File: src/rtl/oam_dma_pkg.sv
// oam_dma_pkg: shared definitions for the sprite (OAM) DMA engine.
//   - dma_state_t : 3-bit state encodings (IDLE, HALT, ALIGN, READ, WRITE)
//   - DMA_REG_ADDR_DEFAULT / OAM_DATA_ADDR_DEFAULT : default trigger and
//     destination addresses
//   - RW_READ / RW_WRITE : bus direction encodings, same values as the CPU uses
//   - src_addr() : forms the source address from page and index
package oam_dma_pkg;

  typedef enum logic [2:0] {
    DMA_STATE_IDLE  = 3'd0,
    DMA_STATE_HALT  = 3'd1,
    DMA_STATE_ALIGN = 3'd2,
    DMA_STATE_READ  = 3'd3,
    DMA_STATE_WRITE = 3'd4
  } dma_state_t;

  localparam logic [15:0] DMA_REG_ADDR_DEFAULT  = 16'h4014;
  localparam logic [15:0] OAM_DATA_ADDR_DEFAULT = 16'h2004;

  localparam logic RW_READ  = 1'b1;
  localparam logic RW_WRITE = 1'b0;

  // Page byte is fixed for the whole copy; the index never carries into it.
  function automatic logic [15:0] src_addr(input logic [7:0] page,
                                           input logic [7:0] idx);
    return {page, idx};
  endfunction

endpackage

File: src/rtl/oam_dma_if.sv
// oam_dma_if: system-bus signals seen by the OAM DMA engine.
//   cpu_addr/cpu_wdata/cpu_rw : CPU bus outputs (watched for the trigger write)
//   bus_rdata                 : system data bus, read direction
//   cpu_halt                  : 1 = CPU must freeze this cycle
//   bus_own                   : 1 = bus is driven from the dma_* signals
//   dma_addr/dma_rw/dma_wdata : DMA bus request
// master = the DMA engine, slave = the system side (CPU, bus mux, memory).
interface oam_dma_if;

  logic [15:0] cpu_addr;
  logic [7:0]  cpu_wdata;
  logic        cpu_rw;
  logic [7:0]  bus_rdata;
  logic        cpu_halt;
  logic        bus_own;
  logic [15:0] dma_addr;
  logic        dma_rw;
  logic [7:0]  dma_wdata;

  modport master (
    input  cpu_addr, cpu_wdata, cpu_rw, bus_rdata,
    output cpu_halt, bus_own, dma_addr, dma_rw, dma_wdata
  );

  modport slave (
    output cpu_addr, cpu_wdata, cpu_rw, bus_rdata,
    input  cpu_halt, bus_own, dma_addr, dma_rw, dma_wdata
  );

endinterface

File: src/rtl/apu_cycle_parity.sv
// apu_cycle_parity: free-running get/put cycle toggle shared by the APU
// frame counter and the DMA engines.
//   clock  : system clock (CPU cycle rate)
//   nreset : synchronous, active-high reset
//   phase  : 0 on get cycles, 1 on put cycles; 0 in the cycle after reset
module apu_cycle_parity (
  input  logic clock,
  input  logic nreset,
  output logic phase
);

  // Toggle every cycle; reset restarts on a get cycle.
  always_ff @(posedge clock) begin
    if (nreset) begin
      phase <= 1'b0;
    end else begin
      phase <= ~phase;
    end
  end

endmodule

File: src/rtl/oam_dma.sv
// oam_dma: sprite DMA engine. A CPU write to DMA_REG_ADDR latches a source
// page, halts the CPU and copies $PP00-$PPFF to OAM_DATA_ADDR as alternating
// read (get cycle) / write (put cycle) pairs, then releases the bus.
//   clock  : system clock (CPU cycle rate)
//   nreset : synchronous, active-high reset
//   bus    : oam_dma_if master modport (CPU watch inputs, DMA bus outputs)
// All outputs are decoded from registered state only; cpu_* inputs never
// reach an output combinationally.
module oam_dma
  import oam_dma_pkg::*;
#(
  parameter logic [15:0] DMA_REG_ADDR  = DMA_REG_ADDR_DEFAULT,
  parameter logic [15:0] OAM_DATA_ADDR = OAM_DATA_ADDR_DEFAULT
) (
  input  logic     clock,
  input  logic     nreset,
  oam_dma_if.master bus
);

  dma_state_t state;
  dma_state_t state_next;
  logic [7:0] page;
  logic [7:0] page_next;
  logic [7:0] idx;
  logic [7:0] idx_next;
  logic [7:0] latch;
  logic [7:0] latch_next;
  logic       phase;

  apu_cycle_parity u_parity (
    .clock  (clock),
    .nreset (nreset),
    .phase  (phase)
  );

  // State and datapath registers.
  always_ff @(posedge clock) begin
    if (nreset) begin
      state <= DMA_STATE_IDLE;
      page  <= 8'h00;
      idx   <= 8'h00;
      latch <= 8'h00;
    end else begin
      state <= state_next;
      page  <= page_next;
      idx   <= idx_next;
      latch <= latch_next;
    end
  end

  // Next-state logic and output decode.
  always_comb begin
    state_next    = state;
    page_next     = page;
    idx_next      = idx;
    latch_next    = latch;
    bus.cpu_halt  = 1'b0;
    bus.bus_own   = 1'b0;
    bus.dma_addr  = 16'h0000;
    bus.dma_rw    = RW_READ;
    bus.dma_wdata = 8'h00;

    case (state)
      DMA_STATE_IDLE: begin
        // The trigger is only honoured here, so page stays fixed mid-copy.
        if (bus.cpu_rw == RW_WRITE && bus.cpu_addr == DMA_REG_ADDR) begin
          page_next  = bus.cpu_wdata;
          idx_next   = 8'h00;
          state_next = DMA_STATE_HALT;
        end else begin
          state_next = DMA_STATE_IDLE;
        end
      end
      DMA_STATE_HALT: begin
        bus.cpu_halt = 1'b1;
        // Reads must land on get cycles (phase 0); phase 1 now means the
        // next cycle is a get cycle.
        if (phase) begin
          state_next = DMA_STATE_READ;
        end else begin
          state_next = DMA_STATE_ALIGN;
        end
      end
      DMA_STATE_ALIGN: begin
        bus.cpu_halt = 1'b1;
        state_next   = DMA_STATE_READ;
      end
      DMA_STATE_READ: begin
        bus.cpu_halt = 1'b1;
        bus.bus_own  = 1'b1;
        bus.dma_addr = src_addr(page, idx);
        bus.dma_rw   = RW_READ;
        latch_next   = bus.bus_rdata;
        state_next   = DMA_STATE_WRITE;
      end
      DMA_STATE_WRITE: begin
        bus.cpu_halt  = 1'b1;
        bus.bus_own   = 1'b1;
        bus.dma_addr  = OAM_DATA_ADDR;
        bus.dma_rw    = RW_WRITE;
        bus.dma_wdata = latch;
        idx_next      = idx + 8'd1;
        if (idx == 8'hFF) begin
          state_next = DMA_STATE_IDLE;
        end else begin
          state_next = DMA_STATE_READ;
        end
      end
      default: begin
        state_next = DMA_STATE_IDLE;
      end
    endcase
  end

endmodule
File: src/flat_wrapper.sv
// flat-port wrapper written by rule: the top's interface ports become plain ports
module oam_dma_flat import oam_dma_pkg::*;
#(
  parameter logic [15:0] DMA_REG_ADDR  = DMA_REG_ADDR_DEFAULT,
  parameter logic [15:0] OAM_DATA_ADDR = OAM_DATA_ADDR_DEFAULT
)
  (clock, nreset, bus_cpu_addr, bus_cpu_wdata, bus_cpu_rw, bus_bus_rdata, bus_cpu_halt, bus_bus_own, bus_dma_addr, bus_dma_rw, bus_dma_wdata);
  oam_dma_if bus_i ();
  input  logic clock;
  input  logic nreset;
  input wire logic [$bits(bus_i.cpu_addr)-1:0] bus_cpu_addr;
  input wire logic [$bits(bus_i.cpu_wdata)-1:0] bus_cpu_wdata;
  input wire logic [$bits(bus_i.cpu_rw)-1:0] bus_cpu_rw;
  input wire logic [$bits(bus_i.bus_rdata)-1:0] bus_bus_rdata;
  output wire logic [$bits(bus_i.cpu_halt)-1:0] bus_cpu_halt;
  output wire logic [$bits(bus_i.bus_own)-1:0] bus_bus_own;
  output wire logic [$bits(bus_i.dma_addr)-1:0] bus_dma_addr;
  output wire logic [$bits(bus_i.dma_rw)-1:0] bus_dma_rw;
  output wire logic [$bits(bus_i.dma_wdata)-1:0] bus_dma_wdata;
  assign bus_i.cpu_addr = bus_cpu_addr;
  assign bus_i.cpu_wdata = bus_cpu_wdata;
  assign bus_i.cpu_rw = bus_cpu_rw;
  assign bus_i.bus_rdata = bus_bus_rdata;
  assign bus_cpu_halt = bus_i.cpu_halt;
  assign bus_bus_own = bus_i.bus_own;
  assign bus_dma_addr = bus_i.dma_addr;
  assign bus_dma_rw = bus_i.dma_rw;
  assign bus_dma_wdata = bus_i.dma_wdata;
  oam_dma #(.DMA_REG_ADDR(DMA_REG_ADDR), .OAM_DATA_ADDR(OAM_DATA_ADDR)) u_core (.clock(clock), .nreset(nreset), .bus(bus_i));
endmodule
File: config.mk
export PLATFORM = sky130hd
export DESIGN_NAME = oam_dma_flat
export DESIGN_NICKNAME = d
export VERILOG_FILES = /design/src/rtl/oam_dma_pkg.sv /design/src/rtl/oam_dma_if.sv /design/src/rtl/apu_cycle_parity.sv /design/src/rtl/oam_dma.sv /design/src/flat_wrapper.sv
export SDC_FILE = /design/constraint.sdc
export NUM_CORES = 1
export LEC_CHECK = 0
export CAP_MARGIN = 20
export CORE_MARGIN = 2
export CORE_UTILIZATION = 30
export DETAILED_ROUTE_END_ITERATION = 8
export GPL_TIMING_DRIVEN = 0
export PLACE_DENSITY = 0.62
export SLEW_MARGIN = 20
export SYNTH_ARGS = -nofsm -noshare
export SYNTH_HDL_FRONTEND = slang
export SYNTH_HIERARCHICAL = 1
export SYNTH_SLANG_ARGS = --single-unit
File: constraint.sdc
create_clock -name clock -period 1.65 [get_ports clock]
set_input_delay 0.33 -clock clock [delete_from_list [all_inputs] [get_ports clock]]
set_output_delay 0.33 -clock clock [all_outputs]
set_load 0.02 [all_outputs]
# Word level (Yosys, flattened, before mapping)
# Index checks and enable logic that the tools add are counted.
classes:
  n_reduce_logical: 7
  addsub: 1
  n_mux: 11
  n_eq_ne: 7
  bitwise: 2
op_table:
  columns: ["operator", "count"]
  rows:
  - ["16-bit case mux with 2 select lines", 1]
  - ["16-bit by 15-bit equality test with 1-bit output, second input constant", 1]
  - ["8-bit two-way mux", 2]
  - ["8-bit case mux with 2 select lines", 1]
  - ["3-bit case mux with 5 select lines", 1]
  - ["8-bit by 1-bit adder with 8-bit output, second input constant", 1]
  - ["8-bit equality test, second input constant", 1]
  - ["3-bit by 2-bit equality test with 1-bit output, second input constant", 2]
  - ["1-bit two-way mux", 5]
  - ["2-bit AND reduction", 2]
  - ["4-bit OR reduction", 1]
  - ["3-bit by 1-bit equality test with 1-bit output, second input constant", 1]
  - ["3-bit equality test, second input constant", 1]
  - ["3-bit zero test", 1]
  - ["2-bit two-way mux", 1]
  - ["2-bit by 1-bit != test with 1-bit output, second input constant", 1]
  - ["1-bit inverter", 2]
  - ["2-bit nonzero test", 1]
  - ["2-bit OR reduction", 1]
  - ["1-bit logical AND", 1]
totals:
  regBits: 28
  output_inout_bits: 27
  input_bits: 35
  elab_cells: 33

# Depth between registers and ports, before layout
depth:
  ltp_word: 4
  ltp_mapped: 6
  mapped_depth_nobuf: 5

# Hierarchy
# Netlist, hierarchy kept.
by_module_without_submodules:
  columns: ["module", "cells_each", "n_inst", "area_each_um2"]
  rows:
  - ["oam_dma", 175, 1, 1370.1]
  - ["apu_cycle_parity", 2, 1, 23.8]

# Worst setup path before layout
# No wires, ideal clock.
synth_timing:
  path_kind: "reg-to-output"
  startpoint: "register u_core.state[1]"
  endpoint: "output port bus_dma_addr[0]"
  arrival_time_ps: 1258
  n_path_buf: 1
  path_stages_with_launch: 5
  slack_ps: 62
  cell_sequence: "dfxtp_1 nand2_1 nor2_1 clkbuf_1 and2_1"
synth_via:
  elab_chain_cells: 2
  elab_cells_between_ends: 3
  cone_classes: "eq/ne (2); mux (1)"
synth_lines:
  columns: ["item", "line", "rtl"]
  rows:
  - ["start, declared", "oam_dma.sv:20", "dma_state_t state;"]
  - ["start signal, assigned", "oam_dma.sv:44", "state <= state_next;"]
  - ["3-bit equality test or 3-bit by 2-bit equality test with 1-bit output (tied branches)", "oam_dma.sv:63", "case (state)"]
  - ["16-bit case mux with 2 select lines (*)", "oam_dma.sv:63", null]
  - ["end, declared", "flat_wrapper.sv:17", "output wire logic [$bits(bus_i.dma_addr)-1:0] bus_dma_addr;"]
# Every way passes the cells marked *; elsewhere a longest branch is shown, timed or not.

# Worst setup path in the final report
layout_timing:
  startpoint: "register u_core.state[2]"
  endpoint: "output port bus_dma_addr[4]"
# The elaborated chain is that of the path after synthesis.

==> out/metrics.yaml <==
status: "finished, violations left"
violations: "setup timing"
pin_count: 62
syn_to_final_growth_pct: 79.89
critPathKind: "reg2out"
netlist_area_um2: 1394
start_kind: "flop"
drt_pass1_iterations: 4
antennaDiodeCount: 0
grt_max_degree: 15
overflow: 0
synth_top_flop_cell: "dfxtp_1"
start_util_pct: 31.58
gp_congestion: 0.7194
hold_class: "reg2reg"
place_area_um2: 2069
num_rows: 24
grt_pass1_wl_um: 6617
routed_wl_um: 4339
fin_crit_ps: 1723
drv_slew: 0
antenna_found_initial: 0
postRouteAntennaNets: 0
clkTransAtPathRegs_ps: 100
async_flop_share_pct: 0
ys_top_cells_by_area: "dfxtp_1 (40%), and2_1 (9.9%), nand2_1 (7.3%)"
ys_seq_area_share_pct: 40.22
finalCritPeriodShare_pct: 104.4
vias: 1528
total_leakage_power_nw: 1.013
synth_xor_area_share_pct: 1.257
setup_ws_ps: -72.87
core_area_um2: 4414
fin_nets: 294
n_fill_cell: 422
synth.yosys.warnings: 6
vdd_drop_max_uv: 288.3
synth-simple-area-share_pct: 33.57
synth.distinct_cells: 32
cp_cell_sequence: "buf_6 > nor2_4 > clkbuf_16 > and2_4 > buf_6"
cap_violations: 0
dieArea_um2: 5207
instances_no_fill: 308
cts_tree: "built"
yosys.area.top_type: "dfxtp_1"
track_usage_pct: 15.98
synth_most_common_cell: "dfxtp_1"
synthTopCellsByCount: "dfxtp_1 (28), nand2_1 (27), and2_1 (22)"
finalHoldViolations: 0
die_height_um: 72.16
critPathRequiredTime_ps: 1320
synth_adder_area_share_pct: 0.8977
place_inst: 290
ctsHoldBuffers: 0
clock_path_buffers: 2
drc: 0
synth_top_family_by_area: "simple AND/OR/NAND/NOR gates"
syn_nets: 213
critPathCaptureType: "output pin"
slew_headroom_pct: 67.29
io_buffers: 61
clock-sinks: 28
worst-path-max-fanout: 5
wl_per_cell_um: 14.09
drive_gt1_share_pct: 39.45
drt_first_iter_violations: 60
htree_levels: 1
max_slew.worst_pin.slew_ps: 490.7
synth-edff-count: 0
cts-root-buf: "clkbuf_8"
hpwl_um: 2739
syn_inst: 177
path_common_cell: "buf_6"
clock_skew_ps: 5.956
finalInstanceArea_um2: 2507
synth_mux_area_share_pct: 0
synth_top_area_share_pct: 40.22
synth_seq_cells: 28
power_density_nw_per_um2: 463.4
setup_violations: 24
total_power_w: 0.001162
fmaxAchievable_ghz: 0.5804
worst-r2r-setup-slack_ps: 50
grt_pass1_vias: 1379
postLayoutCoreUtil_pct: 56.80
cpMaxStageDelayCell: "dfxtp_4"
clk_latency_ps: 270
rsz0062_at_grt: "true"
synth_compound_area_share_pct: 19.57
die_w_um: 72.16
avgSynthCellArea_um2: 7.875
cp_slowest_stage_delay_ps: 370
via_per_inst: 4.961
cts_buffers: 3
worst_ep_arrival_time_ps: 1390
[flip-flops by register name, indices dropped and copies added, names as in the netlist]
name                   flops
u_core/idx                 8
u_core/page                8
u_core/latch               8
u_core/state               3
u_core/u_parity/phase      1
[cell usage in the layout (no fill, tap or decap), types with 2 or more instances in the layout]
cell type / instances
nand2_2: 3
a31oi_1: 2
a211oi_1: 4
dfxtp_4: 3
clkdlybuf4s50_1: 31
dfxtp_1: 25
and3_1: 3
o21ai_0: 8
and2_4: 22
xnor2_1: 2
dlymetal6s2s_1: 3
buf_4: 13
buf_8: 4
buf_2: 3
nor2_1: 7
a21oi_1: 20
nand2_1: 22
nand3_1: 13
clkbuf_1: 2
clkbuf_8: 3
nor4b_4: 2
buf_6: 29
nand2b_1: 2
a311oi_1: 3
nand2_4: 2
clkbuf_2: 2
[timing repair]
item,CTS,global route
setup buffers,11,4
gates cloned,1,2
setup endpoints to repair,44,40
gates resized for setup,185,55
pin swaps,10,15
[power breakdown]
group          total (W)  internal (W)  switching, W
Sequential      0.000673      0.000672    0.00000116
Clock           0.000375      0.000164      0.000211
Combinational   0.000114     0.0000794     0.0000346
[stage by stage]
| stage | setup WS (ps) | hold WS, ps | setup TNS [ps] |
|---|---|---|---|
| 6_report | -72.87 | 437.9 | -1439 |
| 3_5_place_dp | -790.9 | 436.4 | -27660 |
| 3_3_place_gp | -796.4 | 422.4 | -27820 |
| 4_1_cts | -71.60 | 454.1 | -1107 |
| 5_1_grt | -124.9 | 478.5 | -2699 |
| 2_1_floorplan | 62.44 | 388.5 | 0 |
[cell families (layout without fill, tap and decap cells)]
| family | Yosys count | after routing |
|---|---|---|
| and+or+nand+nor | 88 | 88 |
| AOI/OAI and AO/OA | 44 | 44 |
| DFF | 28 | 28 |
| buffers and inverters | 14 | 93 |
| xor gates and xnor gates | 2 | 2 |
| adders and majority gates | 1 | 1 |
[per-layer routing]
layer,GRT usage (%),vias up,routed length [um]
li1,-,774,-
met1,22.16,711,1960
met2,26.20,39,2163
met3,2.778,4,189
met4,3.145,0,25
met5,0,-,0
[final cells by class]
| type | instances | area (um^2) | share of cell area (%) |
|---|---|---|---|
| inverters | 2 | 10.01 | 0.3992 |
| plain buffers | 9 | 78.83 | 3.144 |
| repair buffers | 79 | 810.8 | 32.34 |
| clock buffers | 3 | 41.29 | 1.647 |
| well taps | 52 | 65.06 | 2.595 |
| flip-flops and latches | 28 | 571.8 | 22.80 |
| multi-input cells | 135 | 929.6 | 37.08 |
[worst max-delay path: cells and delay by family (launching register included)]
kind,cells,cell delay [ps]
buf+inv,3,410
flops,1,370
simple gates,2,340
[final timing paths]
kind / depth (start not counted) / to / startpoint
max: 5 / bus_dma_addr[4] / u_core/state[2]
min: 1 / u_core/u_parity/phase / u_core/u_parity/phase
max reg2reg: 6 / u_core/idx[5] / u_core/state[2]
min reg2reg: 1 / u_core/u_parity/phase / u_core/u_parity/phase
Note: power is estimated with default switching activity, not from simulation.
==> RTL edit 1, RTL diff (config.mk and constraints unchanged) <==
The 5 states of `dma_state_t` get a one-hot encoding in 5 bits.
--- a/src/rtl/oam_dma_pkg.sv
+++ b/src/rtl/oam_dma_pkg.sv
@@ -7,10 +7,10 @@
 package oam_dma_pkg;
 
-  typedef enum logic [2:0] {
-    DMA_STATE_IDLE  = 3'd0,
-    DMA_STATE_HALT  = 3'd1,
-    DMA_STATE_ALIGN = 3'd2,
-    DMA_STATE_READ  = 3'd3,
-    DMA_STATE_WRITE = 3'd4
+  typedef enum logic [4:0] {
+    DMA_STATE_IDLE  = 5'b00001,
+    DMA_STATE_HALT  = 5'b00010,
+    DMA_STATE_ALIGN = 5'b00100,
+    DMA_STATE_READ  = 5'b01000,
+    DMA_STATE_WRITE = 5'b10000
   } dma_state_t;
 
Behaviour: same outputs for any inputs over 10 cycles, from zero or initial values and one cycle with nreset high; not proved beyond that.
==> RTL edit 1 against the unedited design <==
The flow still finishes with violations (negative setup slack). Setup slack got worse by 0.41 ns. Count of clock-buffer cells in the layout rose by 5. Global-route usage rose by 3.6 points. Die area rose by 16%. Synthesized area rose by 17%. Total power rose by 34%. Design area rose by 29%. Register-to-register slack got worse by 0.30 ns. Hold slack improved by 0.0045 ns. Routed wire length rose by 30%. Sequential cell count rose by 2. Critical path type unchanged. Critical endpoint is now bus_dma_wdata[3]. Largest cell class unchanged.
==> RTL edit 1: results (changes against the unedited design) <==
status: "complete, but fails checks"
violations: "negative setup slack"
slowest_stage: "or4b_4"
grt_start_max_net_pins: 11  # -4
vdd_drop_max_mv: 0.258  # -10%
syn-num-nets: 247  # +16%
wirelength_um: 5650  # +30%
place.gp.congestion: 0.775  # +7.8%
first_pass_iters: 5  # +1
cts.clk_slew.worst_paths_ns: 0.06  # -0.04 ns
grt_pass1_wl_um: 9580  # +45%
yosysSeqAreaShare_pct: 36.9  # -3.3 points
track_usage_pct: 19.6  # +3.6 points
p_leak_nw: 1.26  # +25%
synthTopCellsByCount: "30 x dfxtp_1, 23 x and2_1, 21 x nand2_1, 19 x a21oi_1, 16 x clkbuf_1"
first_global_vias: 2032  # +47%
skew_ns: 0.00372  # -0.00223 ns
critical-path-top-delay-family: "simple AND/OR/NAND/NOR gates"
synth_area_leaders: "dfxtp_1 37%, and2_1 8.8%, a21oi_1 5.8%"
vias_per_cell: 5.06  # +2.0%
hpwl_um: 3400  # +24%
layout_setup_ws_ns: -0.484  # -0.411 ns
htreeDepth: 2  # +1
synth.distinct_cells: 39  # +22%
setup_viol: 35  # +46%
finalNetCount: 345  # +17%
final.setup.tns_ns: -12.04  # -10.60 ns
RTL edit 1: kinds of logic after synthesis:
family	Yosys count	share of synthesized area (%)
flip-flops	30	36.9
AND/OR/NAND/NOR	107	38.2
buffers and inverters	21	4.92
AO/OA/AOI/OAI	50	18.1
XOR/XNOR	2	1.08
adder cells (fa/ha/maj)	1	0.769
RTL edit 1: cell type report:
cell class                 instances  area, um2
fill                             429       1930
multi-input combinational        160       1260
timing repair buffer              93        943
sequential                        30        612
buffer                            15        213
clock buffer                       8        110
tap                               70       87.6
inverter                           4       15.0
RTL edit 1: final timing paths:
kind / endpoint / depth (start not counted) / slack (ns) / start
min reg2reg: u_core/u_parity/phase$_SDFF_PP0_ / 1 / 0.44 / u_core/u_parity/phase$_SDFF_PP0_
min: u_core/u_parity/phase$_SDFF_PP0_ / 1 / 0.44 / u_core/u_parity/phase$_SDFF_PP0_
max: bus_dma_wdata[3] / 6 / -0.48 / u_core/state[1]$_SDFF_PP0_
max reg2reg: u_core/idx[0]$_SDFFE_PP0P_ / 7 / -0.25 / u_core/state[1]$_SDFF_PP0_
RTL edit 1: layer usage:
| layer | vias to the layer above | GRT usage, % | share of wire, % |
|---|---|---|---|
| li1 | 961 | - | - |
| met2 | 61 | 34.3 | 50 |
| met5 | - | 0 | 0 |
| met3 | 8 | 4.88 | 4.4 |
| met4 | 0 | 5.54 | 1.1 |
| met1 | 892 | 23.7 | 44 |
RTL edit 1: timing repair:
| item | in CTS | in global routing |
|---|---|---|
| cloned | 3 | 0 |
| resized for setup | 243 | 32 |
| setup buffers | 31 | 4 |
| setup endpoints to repair | 52 | 56 |
| pin swaps | 31 | 17 |
RTL edit 1: through the flow:
step / utilization, % / hold slack, ns / setup slack, ns / cells / power (mW)
6_report: 62.6 / 0.442 / -0.484 / 380 / 1.55
5_1_grt: 62.6 / 0.471 / -0.526 / 380 / 1.61
2_1_floorplan: - / 0.397 / -0.0654 / 211 / 0.765
4_1_cts: 60.6 / 0.445 / -0.500 / 381 / 1.56
3_5_place_dp: 47.8 / 0.436 / -0.812 / 342 / 0.856
3_3_place_gp: 47.8 / 0.432 / -0.810 / 342 / 0.857
RTL edit 1: report_power, final:
part	switching (mW)	internal, mW	total, mW
registers	0.00114	0.722	0.724
logic	0.0431	0.0851	0.128
clock network	0.282	0.421	0.702
total	0.326	1.23	1.55
==> RTL edit 2, RTL diff (config.mk and constraints unchanged) <==
Without the edit above. Make the reset (`nreset`) asynchronous in 2 clocked blocks. Comments in the files are not updated.
--- a/src/rtl/apu_cycle_parity.sv
+++ b/src/rtl/apu_cycle_parity.sv
@@ -11,5 +11,5 @@
 
   // Toggle every cycle; reset restarts on a get cycle.
-  always_ff @(posedge clock) begin
+  always_ff @(posedge clock or posedge nreset) begin
     if (nreset) begin
       phase <= 1'b0;
--- a/src/rtl/oam_dma.sv
+++ b/src/rtl/oam_dma.sv
@@ -35,5 +35,5 @@
 
   // State and datapath registers.
-  always_ff @(posedge clock) begin
+  always_ff @(posedge clock or posedge nreset) begin
     if (nreset) begin
       state <= DMA_STATE_IDLE;
Check against the original RTL: differs if nreset is asserted again (counterexample within 4 cycles, from zero or initial values and one cycle with nreset high); with nreset held inactive, the same outputs for 10 cycles.
==> RTL edit 2 against the unedited design <==
The flow still finishes with violations (negative setup slack). Hold slack worse by 0.18 ns. Non-clock buffer count is 14 higher. First-iteration DRC count grew to 2.6 times the old value. Synthesized area is 2.0% higher. Setup slack worse by 0.15 ns. Synthesized cell count is 24% lower. Critical path type is now flop to flop. Sequential cell count stayed put. Design area is 8.7% higher. Routed wire length is 4.8% higher.
Power is not compared: it rests on default switching activity, and its combinational part moved more than twofold at a synthesized area within 25%.
==> RTL edit 2: results (changes against the unedited design) <==
pre_cts_ws_ns: -0.815  # -0.0241 ns
yosysSeqAreaShare_pct: 49.3  # +9.1 points
place_inst: 250  # -14%
track_usage_pct: 17.3  # +1.3 points
synthMuxAreaShare_pct: 14.2  # +14 points
setup_viol: 38  # +58%
synth_adder_area_share_pct: 0.880  # -0.017 points
synth-compound-area-share_pct: 5.99  # -14 points
hpwl_um: 2720  # -0.61%
r2r-end: "u_core/idx[7]$_DFFE_PP0P_"
synth.distinct_cells: 31  # -3.1%
skew_ns: 0.00347  # -0.00249 ns
drive_above_1_share_pct: 56.4  # +17 points
drt_iter0_markers: 154  # +160%
status: "complete, but fails checks"
wl_per_cell_um: 15.8  # +12%
finalNetCount: 272  # -7.5%
synth_ff_type: "dfrtp_1"
vias: 1404  # -8.1%
place.gp.congestion: 0.834  # +16%
synth_edf_count: 0  # unchanged
slowest_stage: "dfrtp_1"
io_buffer_count: 61  # unchanged
ys_async_sr_fraction_pct: 100  # +100 points
final.setup.tns_ns: -4.47  # -3.03 ns
grt_pass1_wl_um: 6960  # +5.2%
reg2reg_from: "u_core/state[2]$_DFF_PP0_"
r2r_cells: 8  # +2
worst_pin_slew_ns: 0.577  # +0.0865 ns
dpl_cell_area_mm2: 0.00212  # +2.5%
violations: "negative setup slack"
hold_path.class: "primary input to asynchronous set/reset pin"
first_global_vias: 1457  # +5.7%
post_cts_resized: 218  # +18%
postCtsSetupRepairBufs: 28  # +17
wirelength_um: 4550  # +4.8%
grt_start_max_net_pins: 28  # +13
synthTopCellsByCount: "28 x dfrtp_1, 22 x and2_1, 17 x mux2_2, 15 x nand2_1, 8 x nor2_1"
synth_area_leaders: "dfrtp_1 49%, mux2_2 13%, and2_1 9.7%"
layout_setup_ws_ns: -0.225  # -0.152 ns
avgSynthCellArea_um2: 10.5  # +34%
critPathArrivalTime_ns: 2.02  # +0.63 ns
syn-num-nets: 171  # -20%
cp_max_fo: 4  # -1
critical-path-top-delay-family: "simple AND/OR/NAND/NOR gates"
cp-endpoint: "u_core/idx[7]$_DFFE_PP0P_"
hold_ws_ns: 0.260  # -0.178 ns
[RTL edit 2: cell types whose count changed in the layout (fill, tap and decap cells not counted), sizes merged, moves of 11 or more]
cell / delta
nand3: -11
dfxtp: -28
dfrtp: +28
nand2: -12
mux2: +17
buf: +19
a21oi: -20
[RTL edit 2: metal layers]
metal  wire length, um  track usage (%)
met5                 0                0
met4                51             4.94
met3               268             2.49
met2              2480             32.5
met1              1750             20.1
[RTL edit 2: layout make-up]
cell class / instances / area (um2)
well taps: 54 / 67.6
fillers: 367 / 1900
repair buffers: 97 / 967
flip-flops and latches: 28 / 703
inverters: 4 / 20.0
clock buffers: 3 / 41.3
multi-input cells: 97 / 862
plain buffers: 5 / 63.8
[RTL edit 2: power breakdown]
group / internal (mW) / total, mW / switching [mW]
clock network: 0.164 / 0.365 / 0.201
registers: 0.925 / 1.18 / 0.254
logic: 1.21 / 2.08 / 0.871
